===== config.mk =====
export PLATFORM = sky130hd
export DESIGN_NAME = core_seq
export DESIGN_NICKNAME = d
export VERILOG_FILES = /design/src/rtl/core_pkg.sv /design/src/rtl/core_seq.sv
export SDC_FILE = /design/constraint.sdc
export NUM_CORES = 1
export LEC_CHECK = 0
export BUFFER_PORTS_ARGS = -buffer_cell sky130_fd_sc_hd__buf_4
export CORE_MARGIN = 8
export CORE_UTILIZATION = 43
export DETAILED_ROUTE_END_ITERATION = 8
export PLACE_DENSITY_LB_ADDON = 0.08
export SLEW_MARGIN = 20
export SYNTH_ARGS = -nofsm -noshare
export SYNTH_HDL_FRONTEND = slang
export SYNTH_SLANG_ARGS = --single-unit

===== constraint.sdc =====
create_clock -name clk -period 2.1 [get_ports clk]
set_input_delay 0.315 -clock clk [delete_from_list [all_inputs] [get_ports clk]]
set_output_delay 0.315 -clock clk [all_outputs]
set_load 0.02 [all_outputs]

===== src/rtl/core_pkg.sv =====
// Shared definitions for the attention-core sequencer: inst word bit positions and FSM encoding.
package core_pkg;

    localparam int INST_W           = 17;
    localparam int INST_OFIFO_RD    = 16;
    localparam int INST_QK_ADDR_LSB = 12;
    localparam int INST_P_ADDR_LSB  = 8;
    localparam int INST_EXEC        = 7;
    localparam int INST_KLOAD       = 6;
    localparam int INST_QRD         = 5;
    localparam int INST_QWR         = 4;
    localparam int INST_KRD         = 3;
    localparam int INST_KWR         = 2;
    localparam int INST_PRD         = 1;
    localparam int INST_PWR         = 0;

    typedef enum logic [2:0] {
        ST_IDLE   = 3'd0,
        ST_LOAD_Q = 3'd1,
        ST_LOAD_K = 3'd2,
        ST_KLOAD  = 3'd3,
        ST_KWAIT  = 3'd4,
        ST_EXEC   = 3'd5,
        ST_DRAIN  = 3'd6,
        ST_DONE   = 3'd7
    } state_t;

endpackage


===== src/rtl/core_seq.sv =====
// Sequencer for one Q*K pass of the attention core: loads qmem/kmem, loads kernels, executes, drains ofifo.
// Latency: every output is registered; MAC bits trail their SRAM reads by one cycle.
// Backpressure: in_ready only in the load states, stalls on in_valid=0; drain stalls on fifo_valid=0.
module core_seq
    import core_pkg::*;
#(
    parameter int COL   = 8,
    parameter int BW    = 8,
    parameter int PR    = 16,
    parameter int KWAIT = 8
) (
    input  logic               clk,
    input  logic               reset,
    input  logic               start,
    input  logic [4:0]         nq,
    input  logic [PR*BW-1:0]   in_data,
    input  logic               in_valid,
    output logic               in_ready,
    input  logic               fifo_valid,
    output logic [PR*BW-1:0]   mem_in,
    output logic [INST_W-1:0]  inst,
    output logic               busy,
    output logic               done
);

    localparam int WCW = $clog2(KWAIT + 1);

    state_t              state_q, state_d;
    logic [4:0]          nq_q, nq_d;
    logic [4:0]          idx_q, idx_d;
    logic [4:0]          pcnt_q, pcnt_d;
    logic [WCW-1:0]      wcnt_q, wcnt_d;
    logic [PR*BW-1:0]    mem_in_q, mem_in_d;
    logic [INST_W-1:0]   inst_q, inst_d;
    logic                in_ready_q, in_ready_d;
    logic                busy_q, busy_d;
    logic                done_q, done_d;
    logic                dly_exec_q, dly_exec_d;
    logic                dly_kload_q, dly_kload_d;
    logic                dly_pwr_q, dly_pwr_d;
    logic [3:0]          dly_paddr_q, dly_paddr_d;

    logic xfer, last_q, last_col, drain_en, rd_issue;

    always_comb begin
        state_d     = state_q;
        nq_d        = nq_q;
        idx_d       = idx_q;
        pcnt_d      = pcnt_q;
        wcnt_d      = wcnt_q;
        mem_in_d    = mem_in_q;
        // Address fields hold across idle/stall cycles; only the strobe bits self-clear.
        inst_d      = inst_q;
        inst_d[INST_OFIFO_RD] = 1'b0;
        inst_d[7:0] = '0;
        dly_exec_d  = 1'b0;
        dly_kload_d = 1'b0;
        dly_pwr_d   = 1'b0;
        dly_paddr_d = dly_paddr_q;

        xfer     = in_valid & in_ready_q;
        last_q   = (idx_q == nq_q - 5'd1);
        last_col = (idx_q == 5'(COL - 1));
        drain_en = (state_q == ST_EXEC) || (state_q == ST_DRAIN);
        rd_issue = drain_en && fifo_valid && (pcnt_q < nq_q);

        unique case (state_q)
            ST_IDLE: begin
                if (start) begin
                    if (nq == 5'd0) begin
                        state_d = ST_DONE;
                    end else begin
                        nq_d    = nq;
                        idx_d   = '0;
                        pcnt_d  = '0;
                        state_d = ST_LOAD_Q;
                    end
                end
            end
            ST_LOAD_Q: begin
                if (xfer) begin
                    mem_in_d                          = in_data;
                    inst_d[INST_QWR]                  = 1'b1;
                    inst_d[INST_QK_ADDR_LSB +: 4]     = idx_q[3:0];
                    if (last_q) begin
                        idx_d   = '0;
                        state_d = ST_LOAD_K;
                    end else begin
                        idx_d = idx_q + 5'd1;
                    end
                end
            end
            ST_LOAD_K: begin
                if (xfer) begin
                    mem_in_d                          = in_data;
                    inst_d[INST_KWR]                  = 1'b1;
                    inst_d[INST_QK_ADDR_LSB +: 4]     = idx_q[3:0];
                    if (last_col) begin
                        idx_d   = '0;
                        state_d = ST_KLOAD;
                    end else begin
                        idx_d = idx_q + 5'd1;
                    end
                end
            end
            ST_KLOAD: begin
                inst_d[INST_KRD]              = 1'b1;
                inst_d[INST_QK_ADDR_LSB +: 4] = idx_q[3:0];
                dly_kload_d                   = 1'b1;
                if (last_col) begin
                    idx_d   = '0;
                    wcnt_d  = '0;
                    state_d = ST_KWAIT;
                end else begin
                    idx_d = idx_q + 5'd1;
                end
            end
            ST_KWAIT: begin
                // The first cycle here carries the last kernel-load bit, so the
                // count runs one past KWAIT to leave KWAIT fully idle cycles.
                if (wcnt_q == WCW'(KWAIT)) begin
                    state_d = ST_EXEC;
                end else begin
                    wcnt_d = wcnt_q + 1'b1;
                end
            end
            ST_EXEC: begin
                inst_d[INST_QRD]              = 1'b1;
                inst_d[INST_QK_ADDR_LSB +: 4] = idx_q[3:0];
                dly_exec_d                    = 1'b1;
                if (last_q) begin
                    idx_d   = '0;
                    state_d = ST_DRAIN;
                end else begin
                    idx_d = idx_q + 5'd1;
                end
            end
            ST_DRAIN: begin
                if ((pcnt_q == nq_q) || (rd_issue && (pcnt_q == nq_q - 5'd1))) begin
                    state_d = ST_DONE;
                end
            end
            ST_DONE: begin
                state_d = ST_IDLE;
            end
            default: state_d = ST_IDLE;
        endcase

        if (rd_issue) begin
            inst_d[INST_OFIFO_RD] = 1'b1;
            pcnt_d                = pcnt_q + 5'd1;
            dly_pwr_d             = 1'b1;
            dly_paddr_d           = pcnt_q[3:0];
        end

        inst_d[INST_EXEC]  = dly_exec_q;
        inst_d[INST_KLOAD] = dly_kload_q;
        if (dly_pwr_q) begin
            inst_d[INST_PWR]             = 1'b1;
            inst_d[INST_P_ADDR_LSB +: 4] = dly_paddr_q;
        end

        in_ready_d = (state_d == ST_LOAD_Q) || (state_d == ST_LOAD_K);
        busy_d     = (state_d != ST_IDLE);
        done_d     = (state_q == ST_DONE);
    end

    always_ff @(posedge clk) begin
        if (reset) begin
            state_q     <= ST_IDLE;
            nq_q        <= '0;
            idx_q       <= '0;
            pcnt_q      <= '0;
            wcnt_q      <= '0;
            mem_in_q    <= '0;
            inst_q      <= '0;
            in_ready_q  <= 1'b0;
            busy_q      <= 1'b0;
            done_q      <= 1'b0;
            dly_exec_q  <= 1'b0;
            dly_kload_q <= 1'b0;
            dly_pwr_q   <= 1'b0;
            dly_paddr_q <= '0;
        end else begin
            state_q     <= state_d;
            nq_q        <= nq_d;
            idx_q       <= idx_d;
            pcnt_q      <= pcnt_d;
            wcnt_q      <= wcnt_d;
            mem_in_q    <= mem_in_d;
            inst_q      <= inst_d;
            in_ready_q  <= in_ready_d;
            busy_q      <= busy_d;
            done_q      <= done_d;
            dly_exec_q  <= dly_exec_d;
            dly_kload_q <= dly_kload_d;
            dly_pwr_q   <= dly_pwr_d;
            dly_paddr_q <= dly_paddr_d;
        end
    end

    assign in_ready = in_ready_q;
    assign mem_in   = mem_in_q;
    assign inst     = inst_q;
    assign busy     = busy_q;
    assign done     = done_q;

endmodule


# Yosys cells after proc, flatten, opt, wreduce, memory -nomap -nowiden
# Index checks and enable logic that the tools add are counted.
dict set report totals {
  in_bits 138
  regBits 177
  elab_cells 104
  output_inout_bits 148
}
dict set report classes {
  eq_ne 22
  bitwise 4
  add_sub_neg 4
  n_reduce_logical 24
  mux 30
  magnitude_cmp 1
}
# cell count
set op_table {}
lappend op_table {{$mux 5} 8}
lappend op_table {{$mux 3} 10}
lappend op_table {{$pmux 5 s5} 1}
lappend op_table {{$pmux 3 s8} 1}
lappend op_table {{$pmux 4 s2} 2}
lappend op_table {{$eq 5x5->1} 3}
lappend op_table {{$ne 2x2->1 const B} 7}
lappend op_table {{$eq 3x3->1 const B} 4}
lappend op_table {{$mux 4} 3}
lappend op_table {{$add 5x1->5 const B} 2}
lappend op_table {{$eq 3x2->1 const B} 3}
lappend op_table {{$reduce_and 3->1} 3}
lappend op_table {{$reduce_bool 2->1} 4}
lappend op_table {{$reduce_or 2->1} 4}
lappend op_table {{$eq 3x1->1 const B} 2}
lappend op_table {{$eq 5x3->1 const B} 1}
lappend op_table {{$logic_not 5->1} 1}
lappend op_table {{$lt 5x5->1} 1}
lappend op_table {{$mux 1} 5}
lappend op_table {{$reduce_and 5->1} 1}
lappend op_table {{$reduce_bool 5->1} 1}
lappend op_table {{$sub 5x1->5 const B} 1}
lappend op_table {{$add 4x1->4 const B} 1}
lappend op_table {{$eq 4x4->1 const B} 1}
lappend op_table {{8 further kinds} 15}

# Depth between registers and ports, before layout
dict set report depth {
  depth_word 10
  depth_mapped 8
  ltp_nobuf 8
}

# Worst setup path before layout
# OpenSTA, ideal clock, no wires.
dict set report synth_path {
  kind {register to register}
  startpoint {reg nq_q[0]}
  endpoint {reg in_ready_q, in the netlist in_ready}
  period_less_slack_ps 2045
  stages_incl_launch_ff 9
  arrival_time_ps 1974
  slack_ps 55
  required_ps 2028
  path_cell_list {dfxtp_1 > inv_1 > ha_1 > xor2_1 > o22ai_1 > a2111o_1 > and2_4 > o31ai_4 > mux2i_1}
}
dict set report synth_via {
  elab_chain_len 8
}
# element line_no
set synth_rtl {}
lappend synth_rtl {{start, declared} core_seq.sv:29} ;# logic [4:0] nq_q, nq_d;
lappend synth_rtl {{start signal, assigned} core_seq.sv:186} ;# nq_q <= nq_d;
lappend synth_rtl {{$sub 5x1->5 or $lt 5x5->1 (tied branches)} {core_seq.sv:62, core_seq.sv:139, core_seq.sv:65}}
lappend synth_rtl {{$eq 5x5->1 or $logic_and 1x1->1 (tied branches)} {core_seq.sv:139, core_seq.sv:65}}
lappend synth_rtl {{$logic_and 1x1->1} core_seq.sv:139} ;# if ((pcnt_q == nq_q) || (rd_issue && (pcnt_q == nq_q - 5'd1))) begin
lappend synth_rtl {{$logic_or 1x1->1} core_seq.sv:139}
lappend synth_rtl {{$mux 3} core_seq.sv:139}
lappend synth_rtl {{$pmux 3 s8 *} core_seq.sv:67} ;# unique case (state_q)
lappend synth_rtl {{$eq 3x1->1 or $eq 3x2->1 (tied branches)} core_seq.sv:163} ;# in_ready_d = (state_d == ST_LOAD_Q) || (state_d == ST_LOAD_K);
lappend synth_rtl {{$logic_or 1x1->1 *} core_seq.sv:163}
lappend synth_rtl {{end signal, assigned} core_seq.sv:192} ;# in_ready_q <= in_ready_d;
lappend synth_rtl {{end, declared} core_seq.sv:35} ;# logic in_ready_q, in_ready_d;
# Every way passes the cells marked *; elsewhere a longest branch is shown, timed or not.
# A chain may end at the register's enable or synchronous reset.

# Worst setup path in the final report
dict set report layout_path {
  startpoint {reg nq_q[1]}
  endpoint {reg in_ready_q, in the netlist in_ready}
}
# Same word-level chain as after synthesis.

==> flow_summary.json <==
{
  "status": "completed",
  "clk_latency_ns": 0.42,
  "drt-wirelength-per-cell_um": 15.8,
  "drv_cap": 0,
  "diodes": 0,
  "clockBufferDepth": 2,
  "grt_start_max_net_pins": 61,
  "clk_pin_slew_ns": 0.06,
  "async_reset_ff_share_pct": 0,
  "drt_pass1_iterations": 4,
  "cts_root_buf": "clkbuf_16",
  "fmax_mhz": 497,
  "synth-seq-cells": 173,
  "num_rows": 45,
  "io_pins": 286,
  "antenna_found_initial": 0,
  "avgSynthCellArea_um2": 8.04,
  "ant_nets": 0,
  "grt_use_met1_pct": 22.2,
  "drt_iter0_markers": 410,
  "busiest_layer": "met2",
  "worstPathMaxFanout": 4,
  "reg2reg_from": "nq_q[1]$_SDFFE_PP0P_",
  "end_kind": "register",
  "synth_flop_cell": "dfxtp_1",
  "drt_wl_total_mm": 20.6,
  "drive_gt1_share_pct": 32.1,
  "syn-instance-count": 833,
  "dieArea_um2": 19800,
  "critPathLaunch": "nq_q[1]$_SDFFE_PP0P_",
  "finalSetupViolCount": 0,
  "synth-edff-count": 0,
  "vias": 6364,
  "power_density_nw_per_um2": 764,
  "cts_max_level": 4,
  "grt_pass1_vias": 6145,
  "via_per_inst": 4.87,
  "start_util_pct": 44.1,
  "period_share_pct": 95.8,
  "cts_setup_buffers": 0,
  "cp.required_ns": 2.40,
  "leakage_nw": 4.09,
  "period_minus_slack_ns": 2.01,
  "drt_drc_violations_left": 0,
  "skew_ns": 0.00715,
  "hold_viol": 0,
  "cts_sinks": 173,
  "hpwl_mm": 15.4,
  "grt_first_pass_wirelength_mm": 32.1,
  "synth_cell_types": 56,
  "totalPowerFinal_mw": 7.43,
  "fin_ws_ns": 0.0874,
  "worst_hold_path.num_cells": 3,
  "die_h_um": 141,
  "hp-start": "in_data[107]",
  "io_buffers": 284,
  "crit_type": "register to register",
  "syn_area_um2": 6700,
  "drv_slew": 0,
  "synthToLayoutAreaGrowth_pct": 45.1,
  "syn_nets": 981,
  "die_x_um": 141,
  "cp-start-kind": "register",
  "ir_drop_uv": 559,
  "min_path_type": "input port to register",
  "grt-ovfl-total": 0,
  "whs_ns": 0.139,
  "coreArea_um2": 15200,
  "grt_setup_unrepaired": "false",
  "grt_usage_pct": 20.2,
  "post-place-ws_ns": -0.0289,
  "routabilityCongestion": 0.862,
  "numCtsBuffers": 17,
  "synth_warnings": 0,
  "nets": 1258,
  "arrival_ns": 2.31,
  "ys_seq_area_share_pct": 51.7,
  "grt.met3_usage_pct": 9.62,
  "grt_use_met2_pct": 33.6,
  "cts_tree": "built",
  "reg2regPathDepth": 8
}
-- kinds of logic after synthesis --
logic type	count (synthesis)	synth area share, %
AOI/OAI and AO/OA	181	14.9
xor gates and xnor gates	14	2.15
adders and majority gates	10	1.87
buffers and inverters	70	4.56
DFF	173	51.7
muxes	10	1.49
other	1	0.0560
and+or+nand+nor	374	23.3
-- worst max-delay path, stage by stage (launching register included) --
cell	delay, ns
dfxtp_1	0.33
inv_1	0.08
ha_1	0.32
nor2b_1	0.14
o21a_1	0.19
o21ba_2	0.24
nor4_4	0.34
o31ai_4	0.13
mux2i_1	0.13
-- cells in the final DEF, fill, tap and decap left out, types with 4 or more instances in the layout --
master	instances
buf_4	310
o21ai_0	7
clkbuf_16	17
and3_1	5
nand2_1	293
nor4_1	4
xor2_1	5
nand2b_1	4
ha_1	9
nor3_1	8
mux2i_1	10
nand3_1	7
nand3b_1	4
xnor2_1	7
buf_12	6
inv_1	11
nor2_1	26
nor2b_1	6
a21oi_1	148
dfxtp_1	171
-- worst paths after layout --
kind                               to  slack (ns)
max               in_ready$_SDFF_PP0_        0.09
min          mem_in[107]$_SDFFE_PP0P_        0.14
max reg2reg       in_ready$_SDFF_PP0_        0.09
min reg2reg   mem_in[73]$_SDFFE_PP0P_        0.45
-- cell usage after synthesis, types with 3 or more instances --
library cell,instances,area share [%]
a21oi_1,148,11
a22oi_1,3,0.34
a31oi_1,3,0.28
and2_1,3,0.28
and3_1,5,0.47
buf_4,4,0.45
clkbuf_1,47,2.6
dfxtp_1,173,52
ha_1,10,1.9
inv_1,11,0.62
mux2i_1,10,1.5
nand2_1,293,16
nand2b_1,4,0.37
nand3_1,7,0.52
nand3b_1,4,0.45
nor2_1,26,1.5
nor2b_1,6,0.56
nor3_1,9,0.67
nor4_1,4,0.37
o21ai_0,7,0.52
o22ai_1,3,0.28
or3_1,3,0.28
xnor2_1,7,0.92
xor2_1,5,0.65
-- layout make-up --
class,instances,area (um^2)
Tap cell,188,235
Clock buffer,21,460
Inverter,12,45.0
Fill cell,1401,5490
Multi-Input combinational cell,590,2970
Clock inverter,7,91.3
Sequential cell,173,3470
Timing Repair Buffer,316,2450
-- sequential cells by signal, summed over array words and instances, names as in the netlist --
signal and flops:
mem_in 128, busy 1, nq_q 5, inst 16, state_q 3, idx_q 5, dly_paddr_q 4, wcnt_q 4
done 1, in_ready 1, pcnt_q 5
-- where the power goes --
| part | switching (mW) | total, mW | leakage (nW) | internal (mW) |
|---|---|---|---|---|
| sequential | 0.0616 | 3.44 | 1.40 | 3.38 |
| combinational | 0.509 | 0.979 | 2.42 | 0.470 |
| clock | 1.22 | 3.01 | 0.271 | 1.79 |
-- per-stage QoR --
stage               cell area [um^2]  utilization [%]  TNS, ns  cells
finish                          9720             63.9        0   1307
global route                    9720             63.9        0   1307
CTS                             9700             63.8        0   1307
detailed placement              9130             60.1  -0.0289   1279
global placement                9130             60.1        0   1279
floorplan                       6700                -        0    833
-- metal layers --
layer	share of wire [%]	wire length, um	vias up
met5	0	0	-
met4	2.0	405	0
met3	9.3	1910	22
met2	48	9820	202
met1	41	8460	2859
li1	-	-	3281
-- timing repair --
action | CTS | global route
hold buffers | 0 | 0
pin swaps | 0 | 2
resized for setup | 3 | 4
endpoints found under the setup margin | 2 | 5
No activity file was read; power rests on OpenSTA's default activity.
